==> src/rtl/tilelink_pkg.sv <==
// Shared TL-UL widths, channel payload structs and arbiter FSM state type.
package tilelink_pkg;

  localparam int unsigned OPCODE_WIDTH = 3;
  localparam int unsigned PARAM_WIDTH  = 3;
  localparam int unsigned SIZE_WIDTH   = 3;
  localparam int unsigned ADDR_WIDTH   = 32;
  localparam int unsigned DATA_WIDTH   = 32;
  localparam int unsigned MASK_WIDTH   = 4;
  localparam int unsigned SINK_WIDTH   = 1;

  // Source field = {host index, host-local source}; sized for the default 3-host build.
  localparam int unsigned TL_HOST_SRC_WIDTH = 1;
  localparam int unsigned TL_IDX_W          = 2;
  localparam int unsigned TL_SOURCE_WIDTH   = TL_HOST_SRC_WIDTH + TL_IDX_W;

  typedef struct packed {
    logic [OPCODE_WIDTH-1:0]    opcode;
    logic [PARAM_WIDTH-1:0]     param;
    logic [SIZE_WIDTH-1:0]      size;
    logic [TL_SOURCE_WIDTH-1:0] source;
    logic [ADDR_WIDTH-1:0]      address;
    logic [MASK_WIDTH-1:0]      mask;
    logic [DATA_WIDTH-1:0]      data;
  } tl_a_t;

  typedef struct packed {
    logic [OPCODE_WIDTH-1:0]    opcode;
    logic [PARAM_WIDTH-1:0]     param;
    logic [SIZE_WIDTH-1:0]      size;
    logic [TL_SOURCE_WIDTH-1:0] source;
    logic [SINK_WIDTH-1:0]      sink;
    logic [DATA_WIDTH-1:0]      data;
    logic                       error;
  } tl_d_t;

  typedef enum logic [0:0] {
    StIdle,
    StGrant
  } arb_state_e;

endpackage

==> src/rtl/tl_rr_picker.sv <==
// Combinational round-robin picker: first set request at or after rr_ptr, searching cyclically.
module tl_rr_picker #(
  parameter int unsigned NUM_HOSTS = 3,
  parameter int unsigned IDX_W     = 2
) (
  input  logic [NUM_HOSTS-1:0] req,
  input  logic [IDX_W-1:0]     rr_ptr,
  output logic [IDX_W-1:0]     idx,
  output logic                 any_valid
);

  logic [IDX_W:0] cand;

  // Walk NUM_HOSTS candidates from rr_ptr, keeping the first requester found.
  always_comb begin
    idx       = '0;
    any_valid = 1'b0;
    cand      = '0;
    for (int i = 0; i < NUM_HOSTS; i++) begin
      cand = {1'b0, rr_ptr} + (IDX_W + 1)'(i);
      if (cand >= (IDX_W + 1)'(NUM_HOSTS)) begin
        cand = cand - (IDX_W + 1)'(NUM_HOSTS);
      end
      if (!any_valid && req[cand[IDX_W-1:0]]) begin
        any_valid = 1'b1;
        idx       = cand[IDX_W-1:0];
      end
    end
  end

endmodule

==> src/rtl/tilelink_host_arbiter.sv <==
// N-host TL-UL arbiter: round-robin A-channel grant with one bubble per beat,
// in-flight credit limit, and zero-latency D-channel routing by source MSBs.
module tilelink_host_arbiter
  import tilelink_pkg::*;
#(
  parameter int unsigned NUM_HOSTS       = 3,
  parameter int unsigned HOST_SRC_WIDTH  = TL_HOST_SRC_WIDTH,
  parameter int unsigned IDX_W           = $clog2(NUM_HOSTS),
  parameter int unsigned MAX_OUTSTANDING = 8,
  localparam int unsigned CNT_W          = $clog2(MAX_OUTSTANDING + 1)
) (
  input  logic                    clk_in,
  input  logic                    reset_in,
  input  logic [NUM_HOSTS-1:0]    h_a_valid,
  output logic [NUM_HOSTS-1:0]    h_a_ready,
  input  tl_a_t [NUM_HOSTS-1:0]   h_a,
  output logic [NUM_HOSTS-1:0]    h_d_valid,
  input  logic [NUM_HOSTS-1:0]    h_d_ready,
  output tl_d_t [NUM_HOSTS-1:0]   h_d,
  output logic                    m_a_valid,
  input  logic                    m_a_ready,
  output tl_a_t                   m_a,
  input  logic                    m_d_valid,
  output logic                    m_d_ready,
  input  tl_d_t                   m_d,
  output logic [CNT_W-1:0]        outstanding,
  output logic                    err_unroutable
);

  localparam int unsigned SRC_W = HOST_SRC_WIDTH + IDX_W;

  arb_state_e       state_q, state_d;
  logic [IDX_W-1:0] grant_idx_q, grant_idx_d;
  logic [IDX_W-1:0] rr_ptr_q, rr_ptr_d;
  logic [CNT_W-1:0] outstanding_q, outstanding_d;
  logic             err_q, err_d;

  logic [IDX_W-1:0] pick_idx;
  logic             pick_any;
  tl_a_t            a_sel;
  logic             a_sel_valid;
  logic             a_hs, d_hs;
  logic [IDX_W-1:0] d_idx;
  logic             d_routable;
  logic             unused_a_src;

  tl_rr_picker #(
    .NUM_HOSTS (NUM_HOSTS),
    .IDX_W     (IDX_W)
  ) u_picker (
    .req       (h_a_valid),
    .rr_ptr    (rr_ptr_q),
    .idx       (pick_idx),
    .any_valid (pick_any)
  );

  // Mux the granted host's A payload and valid.
  always_comb begin
    a_sel       = h_a[0];
    a_sel_valid = h_a_valid[0];
    for (int i = 0; i < NUM_HOSTS; i++) begin
      if (grant_idx_q == IDX_W'(i)) begin
        a_sel       = h_a[i];
        a_sel_valid = h_a_valid[i];
      end
    end
  end

  // Upstream source MSBs are replaced by the grant index, so they are not forwarded.
  assign unused_a_src = ^a_sel.source;

  always_comb begin
    m_a        = a_sel;
    m_a.source = TL_SOURCE_WIDTH'({grant_idx_q, a_sel.source[HOST_SRC_WIDTH-1:0]});
  end

  // Arbiter FSM: next state, grant/pointer updates and A handshake outputs.
  always_comb begin
    state_d     = state_q;
    grant_idx_d = grant_idx_q;
    rr_ptr_d    = rr_ptr_q;
    m_a_valid   = 1'b0;
    h_a_ready   = '0;
    case (state_q)
      StIdle: begin
        if (pick_any && (outstanding_q < CNT_W'(MAX_OUTSTANDING))) begin
          state_d     = StGrant;
          grant_idx_d = pick_idx;
        end
      end
      StGrant: begin
        m_a_valid = a_sel_valid;
        for (int i = 0; i < NUM_HOSTS; i++) begin
          h_a_ready[i] = (grant_idx_q == IDX_W'(i)) && m_a_ready;
        end
        // Grant is held until the handshake, even if the host drops valid.
        if (a_sel_valid && m_a_ready) begin
          state_d  = StIdle;
          rr_ptr_d = (grant_idx_q == IDX_W'(NUM_HOSTS - 1)) ? '0 : grant_idx_q + IDX_W'(1);
        end
      end
      default: state_d = StIdle;
    endcase
  end

  // D routing: host index sits in the top IDX_W source bits; unroutable beats are sunk.
  always_comb begin
    d_idx      = m_d.source[SRC_W-1 -: IDX_W];
    d_routable = 32'(d_idx) < NUM_HOSTS;
    m_d_ready  = !d_routable;
    h_d_valid  = '0;
    for (int i = 0; i < NUM_HOSTS; i++) begin
      h_d[i]        = m_d;
      h_d[i].source = TL_SOURCE_WIDTH'(m_d.source[HOST_SRC_WIDTH-1:0]);
      if (d_routable && (d_idx == IDX_W'(i))) begin
        h_d_valid[i] = m_d_valid;
        m_d_ready    = h_d_ready[i];
      end
    end
  end

  // In-flight counter (saturating at zero) and sticky unroutable flag.
  always_comb begin
    a_hs          = m_a_valid && m_a_ready;
    d_hs          = m_d_valid && m_d_ready;
    outstanding_d = outstanding_q;
    if (a_hs && !d_hs) begin
      outstanding_d = outstanding_q + CNT_W'(1);
    end else if (d_hs && !a_hs && (outstanding_q != '0)) begin
      outstanding_d = outstanding_q - CNT_W'(1);
    end
    err_d = err_q || (d_hs && !d_routable);
  end

  // State registers with asynchronous active-high reset.
  always_ff @(posedge clk_in or posedge reset_in) begin
    if (reset_in) begin
      state_q       <= StIdle;
      grant_idx_q   <= '0;
      rr_ptr_q      <= '0;
      outstanding_q <= '0;
      err_q         <= 1'b0;
    end else begin
      state_q       <= state_d;
      grant_idx_q   <= grant_idx_d;
      rr_ptr_q      <= rr_ptr_d;
      outstanding_q <= outstanding_d;
      err_q         <= err_d;
    end
  end

  assign outstanding    = outstanding_q;
  assign err_unroutable = err_q;

endmodule

==> config.mk <==
export PLATFORM = sky130hd
export DESIGN_NAME = tilelink_host_arbiter
export DESIGN_NICKNAME = d
export VERILOG_FILES = /design/src/rtl/tilelink_pkg.sv /design/src/rtl/tl_rr_picker.sv /design/src/rtl/tilelink_host_arbiter.sv
export SDC_FILE = /design/constraint.sdc
export NUM_CORES = 1
export LEC_CHECK = 0
export BUFFER_PORTS_ARGS = -buffer_cell sky130_fd_sc_hd__buf_4
export CAP_MARGIN = 10
export CORE_AREA = 2 2 207 209
export DETAILED_ROUTE_END_ITERATION = 16
export DIE_AREA = 0 0 209 211
export GPL_TIMING_DRIVEN = 0
export HOLD_SLACK_MARGIN = 0.03
export SETUP_SLACK_MARGIN = 0.2
export SLEW_MARGIN = 25
export SYNTH_ARGS = -nofsm -noshare
export SYNTH_HDL_FRONTEND = slang
export SYNTH_SLANG_ARGS = --single-unit
==> constraint.sdc <==
create_clock -name clk_in -period 3.2 [get_ports clk_in]
set_input_delay 0.32 -clock clk_in [delete_from_list [all_inputs] [get_ports clk_in]]
set_output_delay 0.32 -clock clk_in [all_outputs]
set_load 0.01 [all_outputs]
# --- Yosys cells after proc, flatten, opt, wreduce, memory -nomap -nowiden ---
# Cells that the tools add are included.
totals:
  regBits: 10
  output_inout_bits: 231
  word_cells: 87
  in_bits: 296
op_classes:
  mux: 33
  n_bitwise: 1
  n_reduce_logical: 28
  add_sub_neg: 8
  eq_ne: 4
  order_cmp: 8
op_table:
  columns: ["cell", "count"]
  rows:
  - ["$mux 80", 2]
  - ["$mux 1", 17]
  - ["$logic_and 1x1->1", 16]
  - ["$mux 2", 7]
  - ["$lt 2x3->1 const B", 3]
  - ["$mux 4", 2]
  - ["$bmux 1 s2", 3]
  - ["$ge 3x2->1 const B", 2]
  - ["$sub 2x2->2 const B", 3]
  - ["$logic_not 1->1", 5]
  - ["$add 4x1->4 const B", 1]
  - ["$eq 2x1->1 const B", 2]
  - ["$eq 2x2->1 const B", 2]
  - ["$logic_not 2->1", 2]
  - ["$lt 4x4->1 const B", 1]
  - ["$reduce_and 2->1", 2]
  - ["$reduce_bool 4->1", 1]
  - ["$sub 4x1->4 const B", 1]
  - ["$add 2x1->3 const B", 1]
  - ["$add 2x2->3 const B", 1]
  - ["$mux 3", 1]
  - ["$add 2x1->2 const B", 1]
  - ["$ge 2x2->1 const B", 1]
  - ["$lt 2x2->1 const B", 1]
  - ["other kinds (4)", 4]

# --- Longest topological paths before layout ---
# Gate-level depths: netlist (run 1).
logic_depth:
  word_depth: 14
  ltp_mapped: 9
  depth_no_buf: 8

# --- Modules after synthesis ---
# Synthesis (run 1) repeated with hierarchy kept, for this count alone.
hier_totals:
  hier_cells: 580
  hier_area_um2: 4311.6
modules_own_cells:
  columns: ["mod", "cells_each", "seq_area_each_um2", "area_each_um2", "n_inst"]
  rows:
  - ["tilelink_host_arbiter", 554, 250.2, 4111.4, 1]
  - ["tl_rr_picker", 26, 0.0, 200.2, 1]

# --- Worst setup path after synthesis (run 1) ---
# OpenSTA, ideal clock, no wires.
synth_timing:
  path_type: "flip-flop to flip-flop"
  from: "register grant_idx_q[1]"
  to: "register outstanding_q[3] (netlist: outstanding[3])"
  period_less_slack_ns: 2.409
  slack_ns: 0.791
  arrival_ns: 2.330
  path_stages_with_launch: 10
  setup_ns: 0.079
  required_ns: 3.121
  n_path_buf: 1
  path_cell_list: "dfrtp_1 buf_2 nand3b_1 o22ai_2 nand2_1 ha_1 a21o_1 a21oi_1 mux2i_4 xor2_1"
synth_between:
  elab_chain_len: 9
  elab_cells_between_ends: 12
  classes_between: "eq/ne (2); mux (4); reduce/logical (6)"
synth_lines:
  columns: ["element", "line", "source"]
  rows:
  - ["from (decl)", "tilelink_host_arbiter.sv:33", "logic [IDX_W-1:0] grant_idx_q, grant_idx_d;"]
  - ["from (signal assigned)", "tilelink_host_arbiter.sv:145", "grant_idx_q <= grant_idx_d;"]
  - ["$eq 2x1->1", "tilelink_host_arbiter.sv:62", "if (grant_idx_q == IDX_W'(i)) begin"]
  - ["$mux 1", "tilelink_host_arbiter.sv:62", null]
  - ["$mux 1 *", "tilelink_host_arbiter.sv:62", null]
  - ["$mux 1 *", "tilelink_host_arbiter.sv:84", "case (state_q)"]
  - ["$logic_and 1x1->1 *", "tilelink_host_arbiter.sv:124", "a_hs = m_a_valid && m_a_ready;"]
  - ["$logic_not 1->1", "tilelink_host_arbiter.sv:129", "end else if (d_hs && !a_hs && (outstanding_q != '0)) begin"]
  - ["$logic_and 1x1->1 (2 in a row)", "tilelink_host_arbiter.sv:129", null]
  - ["$reduce_bool 2->1 (no line)", null, null]
  - ["to (signal assigned)", "tilelink_host_arbiter.sv:147", "outstanding_q <= outstanding_d;"]
  - ["to (decl)", "tilelink_host_arbiter.sv:35", "logic [CNT_W-1:0] outstanding_q, outstanding_d;"]
# Every way passes the cells marked *; elsewhere a longest branch is shown, timed or not.
# A chain may end at the register's enable or synchronous reset.

==> metrics.txt, run 1 <==
Avg Cell Area, Syn ~7.4 sq um; Core ar. approximately 0.042 sq mm; H-Tree Level Count 1; hold crit path type in2async; R2R Path Start grant_idx_q[1]$_DFFE_PP0P_; vias in the first global route 6008; ys flop type dfrtp_1; number of synthesized flops with an enable pin 0; Slew Limit Fails 0; starting DRC count in detailed routing approximately 220; peak supply drop between 0.3 and 0.4 mV; clock network fraction of total power under 10%; TritonCTS Buffers 3; Unique masters post-synth 39; routability cong. 0.762; fillers approximately 4700; via/cell ratio about 3.7; Layout Utilization between 20% and 30%; die area between 0.04 and 0.05 sq mm; Req. time, crit path 2.88 ns; Mapped Area between 0.004 and 0.005 sq mm; status finished clean; io pins between 500 and 600; DR DRC count 0; Seq/Total Area, Yosys under 10%; Worst R2R End outstanding[3]$_DFFE_PP0P_; fin area 0.00865 sq mm; ys async rst share 100%; initial antenna violation count 2; Final Power 5130 uW; port bufs 470; max frequency 355 MHz; Final Hold Fails 0; DP Area between 0.008 and 0.009 sq mm; Final nets ~1400; Worst-path clk slew 0.04 ns; global-route wire length before repair between 30000 and 40000 um; Sequential Power Share between 4 and 5%; # setup viols final 0; GRT Total Usage 10.1%; Final Cycle Share between 80% and 90%; pin count of the biggest net entering global routing 11; pre-CTS setup slack -0.00957 ns; path depth of the worst reg2reg path 9; Clock Path Buffers 2; Leakage 0.00414 uW; CTS root buffer clkbuf_16; Multi-input gate area approximately 0.0028 sq mm; crit start category flip-flop; number of placement rows 75; Worst setup EP type output port; pwr dens ~600 mW/mm^2; storage element area roughly 250 sq um; Final Skew 0.000897 ns; chip height ~210 um; drt pass-1 iters 4; GRT overflow 0; CTS sink cnt 10; Setup CP Type reg2out; worst-margin pin slew 0.651 ns; # Max-Cap Violations 0; layout cells sized above 1 ~61%; Combinational Power Share roughly 90%; CTS Hold Bufs 0; Sw Pwr ~2600 uW; RSZ-0062 raised after global routing false; Clk Latency, worst-skew pair 0.24 ns; reg-to-reg slack, setup about 0.43 ns; Layout area overhead 100%; ANT nets after route 0; Switching Share between 50% and 60%; warnings from Yosys 0; fin crit period around 2.8 ns; wire per inst about 15 um; initial core utilization 10.3%; crit path max fanout 10; WP data arrival around 2.5 ns; slew margin rel. between 50% and 60%; WL final about 25000 um; Vias ~6000; commonest non-fill, non-tap cells in the layout 611 x buf_4, 84 x mux2i_1, 81 x a21oi_1; Yosys reg bits 10; Synth Instances between 500 and 600; most common cell after layout, fill and taps aside buf_4; internal power roughly 2500 uW; final worst slack about 0.38 ns; die width 209 um; post-DP HPWL 21200 um; CTS tree done
[final cells by class]
| type | count | share of cell area, % |
|---|---|---|
| multi-input combinational | 389 | 32.9 |
| clock buffer | 4 | 1.03 |
| buffer | 184 | 14.4 |
| timing repair buffer | 470 | 40.8 |
| tap | 539 | 7.80 |
| inverter | 4 | 0.174 |
| sequential | 10 | 2.89 |
| antenna | 2 | 0.0579 |
[cells by family after synthesis]
group	count (synthesis)	synth area share, %
AND/OR/NAND/NOR	107	15.1
flip-flops	10	5.80
buffers and inverters	188	28.7
AO/OA/AOI/OAI	178	26.5
adder cells (fa/ha/maj)	7	2.20
other	1	0.0869
multiplexers	88	21.1
XOR/XNOR	3	0.609
[sequential cells by signal (all words and copies together) (netlist names)]
name and flops:
state_q 1, rr_ptr_q 2, grant_idx_q 2, err_unroutable 1, outstanding 4
[synthesized netlist by cell type (all sizes together) (4+ instances only)]
master  number  area share, %
mux2i       85             20
dfrtp       10            5.8
clkbuf      33            2.9
nand2        8           0.75
nor2b       80             12
a211oi      78             14
ha           6            1.7
a21oi       81            9.4
o21ai        5           0.58
inv          4           0.35
nor2         7           0.61
buf        151             26
[repair_timing]
| action | in CTS | in global routing |
|---|---|---|
| gates resized for setup | 9 | 5 |
| cloned | 0 | 0 |
| endpoints found under the setup margin | 81 | 32 |
| endpoints found under the hold margin | 0 | 0 |
| setup buffers | 0 | 0 |
[metal layers]
metal	part of all wire, %	up-vias	track usage [%]
li1	-	2898	-
met1	37	2709	11.2
met4	3.7	0	4.24
met3	6.8	33	1.29
met5	0	-	0
met2	52	350	19.3
[critical path, stage by stage, from the launching register on]
cell	delay, ns
dfrtp_1	0.34
buf_2	0.25
clkbuf_4	0.35
buf_4	0.34
buf_2	0.41
mux2i_1	0.23
a21oi_1	0.11
buf_4	0.20
[how the worst max path moves through the flow]
stage,to,cells past startpoint,startpoint,slack [ns]
6_report,m_a[79],7,grant_idx_q[0]$_DFFE_PP0P_,0.38
2_1_floorplan,outstanding[3]$_DFFE_PP0P_,9,grant_idx_q[1]$_DFFE_PP0P_,0.79
3_3_place_gp,m_a[79],7,grant_idx_q[0]$_DFFE_PP0P_,0.02
5_1_grt,m_a[4],7,grant_idx_q[0]$_DFFE_PP0P_,0.25
3_5_place_dp,m_a[79],7,grant_idx_q[0]$_DFFE_PP0P_,-0.01
4_1_cts,m_a[46],7,grant_idx_q[0]$_DFFE_PP0P_,0.20
[through the flow]
stage | hold slack [ns] | setup TNS, ns | std cells
3_5_place_dp | 0.318 | -0.00957 | 1596
2_1_floorplan | 0.160 | 0 | 587
4_1_cts | 0.0749 | 0 | 1600
3_3_place_gp | 0.316 | 0 | 1596
5_1_grt | 0.105 | 0 | 1602
6_report | 0.0606 | 0 | 1602
[power groups by stage]
stage	clock [uW]	sequential, uW	combinational (uW)
6_report	250	251	4630
5_1_grt	260	266	5030
4_1_cts	251	253	4700
3_5_place_dp	0	254	4660
3_3_place_gp	0	250	4630
2_1_floorplan	0	257	2420
No activity file was read; power rests on OpenSTA's default activity.
==> run 2: changes to the inputs <==
--- a/config.mk
+++ b/config.mk
@@ -7,9 +7,10 @@
 export LEC_CHECK = 0
 export BUFFER_PORTS_ARGS = -buffer_cell sky130_fd_sc_hd__buf_4
 export CAP_MARGIN = 10
-export CORE_AREA = 2 2 207 209
+export CORE_AREA = 2 2 208 210
+export CTS_BUF_LIST = sky130_fd_sc_hd__clkbuf_16
 export DETAILED_ROUTE_END_ITERATION = 16
-export DIE_AREA = 0 0 209 211
+export DIE_AREA = 0 0 210 212
 export GPL_TIMING_DRIVEN = 0
 export HOLD_SLACK_MARGIN = 0.03
 export SETUP_SLACK_MARGIN = 0.2
==> run 2 against run 1 <==
  * Non-clock buffer count unchanged
  * Maximum frequency is 1.2% lower
  * Core utilization is 0.37 points lower
  * Wire length is 4.2% higher
  * Clock-buffer cell count shrank 1
  * Global-route usage grew 0.070 points
  * Clock power fell by 10%
  * Critical path type unchanged
  * Power shrank 0.75%
==> metrics.txt, run 2 (synthesized netlist as in run 1, its figures left out) <==
status finished clean; port bufs 470 (unchanged); slew margin rel. 55.9% (-0.74 points); Worst R2R End outstanding[3]$_DFFE_PP0P_; hold crit path type in2async; Global Route met1 Usage 10.9% (-0.25 points); GRT Total Usage 10.2% (+0.070 points); global-route wire length before repair 34300 um (-0.62%); Core ar. 0.0425 sq mm (+1.8%); cell breakdown of the critical path buf_2, clkbuf_2, clkbuf_1, a211oi_1, a21oi_1, buf_4; TritonCTS Buffers 3 (unchanged); peak supply drop 0.285 mV (-23%); Final nets 1365 (unchanged); GRT overflow 0 (unchanged); R2R Path Start grant_idx_q[1]$_DFFE_PP0P_; max frequency 351 MHz (-1.2%); vias in the first global route 5648 (-6.0%); number of placement rows 76 (+1.3%); Worst setup EP type output port; Top Usage Layer GRT met2; Leakage 0.00412 uW (-0.40%); Sw Pwr 2630 uW (-0.52%); path depth of the worst reg2reg path 9 (unchanged); layout cells sized above 1 60.4% (-0.32 points); internal power 2460 uW (-0.99%); WP data arrival 2.53 ns (+0.03 ns); Vias 5963 (-0.45%); WL final 25500 um (+4.2%); DR DRC count 0 (unchanged); CTS sink cnt 10 (unchanged); Final Skew 0.00214 ns (+0.00124 ns); M3 GR Usage 1.92% (+0.63 points); initial core utilization 10.1% (-0.18 points); Worst Setup EP m_a[19]; drt pass-1 iters 6 (+2); Req. time, crit path 2.88 ns (about the same); # setup viols final 0 (unchanged); Sequential Power Share 5.0% (about the same); routability cong. 0.884 (+16%); setup TNS 0 ns (unchanged); worst-margin pin slew 0.662 ns (+0.0111 ns); fillers 4757 (+1.1%); starting DRC count in detailed routing 194 (-11%); crit path max fanout 10 (unchanged); H-Tree Level Count 1 (unchanged); io pins 527 (unchanged); Setup CP Type reg2out; Worst-path clk slew 0.04 ns (about the same); pin count of the biggest net entering global routing 11 (unchanged); Clk Latency, worst-skew pair 0.24 ns (about the same); Critical Path Slowest Stage Cell clkbuf_2; chip height 212 um (+0.47%); worst hold slack 0.0831 ns (+0.0225 ns); Combinational Power Share 90.6% (+0.4 points); Clock Path Buffers 2 (unchanged); CTS Hold Bufs 0 (unchanged); Layout area overhead 100% (about the same); CP max stage delay 0.45 ns (+0.04 ns); clock network fraction of total power 4.4% (-0.5 points); Switching Share 51.6% (+0.12 points); wire per inst 15.9 um (+3.8%); RSZ-0062 raised after global routing false; initial antenna violation count 2 (unchanged); ANT nets after route 0 (unchanged); Final Hold Fails 0 (unchanged); Largest register FFs 4 (unchanged); # Max-Cap Violations 0 (unchanged); postcts setup bufs 0 (unchanged); commonest non-fill, non-tap cells in the layout 612 x buf_4, 84 x mux2i_1, 81 x a21oi_1; CTS root buffer clkbuf_16; M2 GR Usage 19.5% (+0.17 points); post-DP HPWL 22000 um (+3.8%); Slew Limit Fails 0 (unchanged); Final Cycle Share 89.1% (+1.0 points); reg-to-reg slack, setup 0.47 ns (+0.04 ns); via/cell ratio 3.71 (-0.82%); die area 0.0445 sq mm (+0.95%); CP startpoint grant_idx_q[1]$_DFFE_PP0P_; CTS tree done; fin crit period 2.85 ns (+0.0334 ns); crit start category flip-flop; most common cell after layout, fill and taps aside buf_4; pwr dens 589 mW/mm^2 (-0.71%); die width 210 um (+0.48%)
-- run 2: cell count changes in the layout (fill, tap and decap cells not counted), sizes merged --
cell    before  now
clkbuf      38   37
-- run 2: power groups by stage --
stage,Combinational (uW),Clock [uW],Sequential (uW)
4_1_cts,4680,226,254
3_5_place_dp,4640,0,255
5_1_grt,4990,234,264
2_1_floorplan,2420,0,257
6_report,4610,224,254
3_3_place_gp,4630,0,251
-- run 2: cell type report --
class / instances / area [sq um] / share of cell area, %
Tap cell: 546 / 683 / 7.90
Timing Repair Buffer: 470 / 3530 / 40.8
Clock buffer: 3 / 75.1 / 0.868
Multi-Input combinational cell: 389 / 2840 / 32.9
Inverter: 4 / 15.0 / 0.174
Sequential cell: 10 / 250 / 2.89
Buffer: 184 / 1250 / 14.4
Antenna cell: 2 / 5.00 / 0.0579
-- run 2: worst max-delay path, delay by kind of cell, from the launching register on --
kind | cells | cell delay, ns
DFF | 1 | 0.34
buffers and inverters | 4 | 1.48
AOI/OAI and AO/OA | 2 | 0.46
-- run 2: how the worst min path moves through the flow --
stage             start  depth (start not counted)  slack, ns                          to
6_report       reset_in                          2       0.08  outstanding[0]$_DFFE_PP0P_
5_1_grt        reset_in                          2       0.11           state_q$_DFF_PP0_
4_1_cts        reset_in                          2       0.09  outstanding[0]$_DFFE_PP0P_
3_5_place_dp   reset_in                          2       0.35  grant_idx_q[0]$_DFFE_PP0P_
3_3_place_gp   reset_in                          2       0.34  grant_idx_q[1]$_DFFE_PP0P_
2_1_floorplan  reset_in                          1       0.16    err_unroutable$_DFF_PP0_
-- run 2: what timing repair did --
item / CTS / global route
resized for setup: 9 / 3
setup endpoints to repair: 78 / 2
cloned: 0 / 0
pin swaps: 0 / 0
-- run 2: layer usage --
metal | part of all wire, % | wire length (um)
met5 | 0.051 | 13
met4 | 3.8 | 964
met3 | 8.8 | 2240
met2 | 51 | 13100
met1 | 36 | 9190
-- run 2: stage by stage --
stage	worst slack [ns]	utilization [%]	instances	power, uW	area [sq um]
after floorplan	0.791	-	587	2680	4330
after global placement	-0.112	20.1	1603	4880	8540
after detailed placement	-0.121	20.1	1603	4900	8540
after CTS	0.193	20.3	1606	5160	8640
after global routing	0.235	20.3	1606	5490	8640
final	0.348	20.3	1608	5090	8650
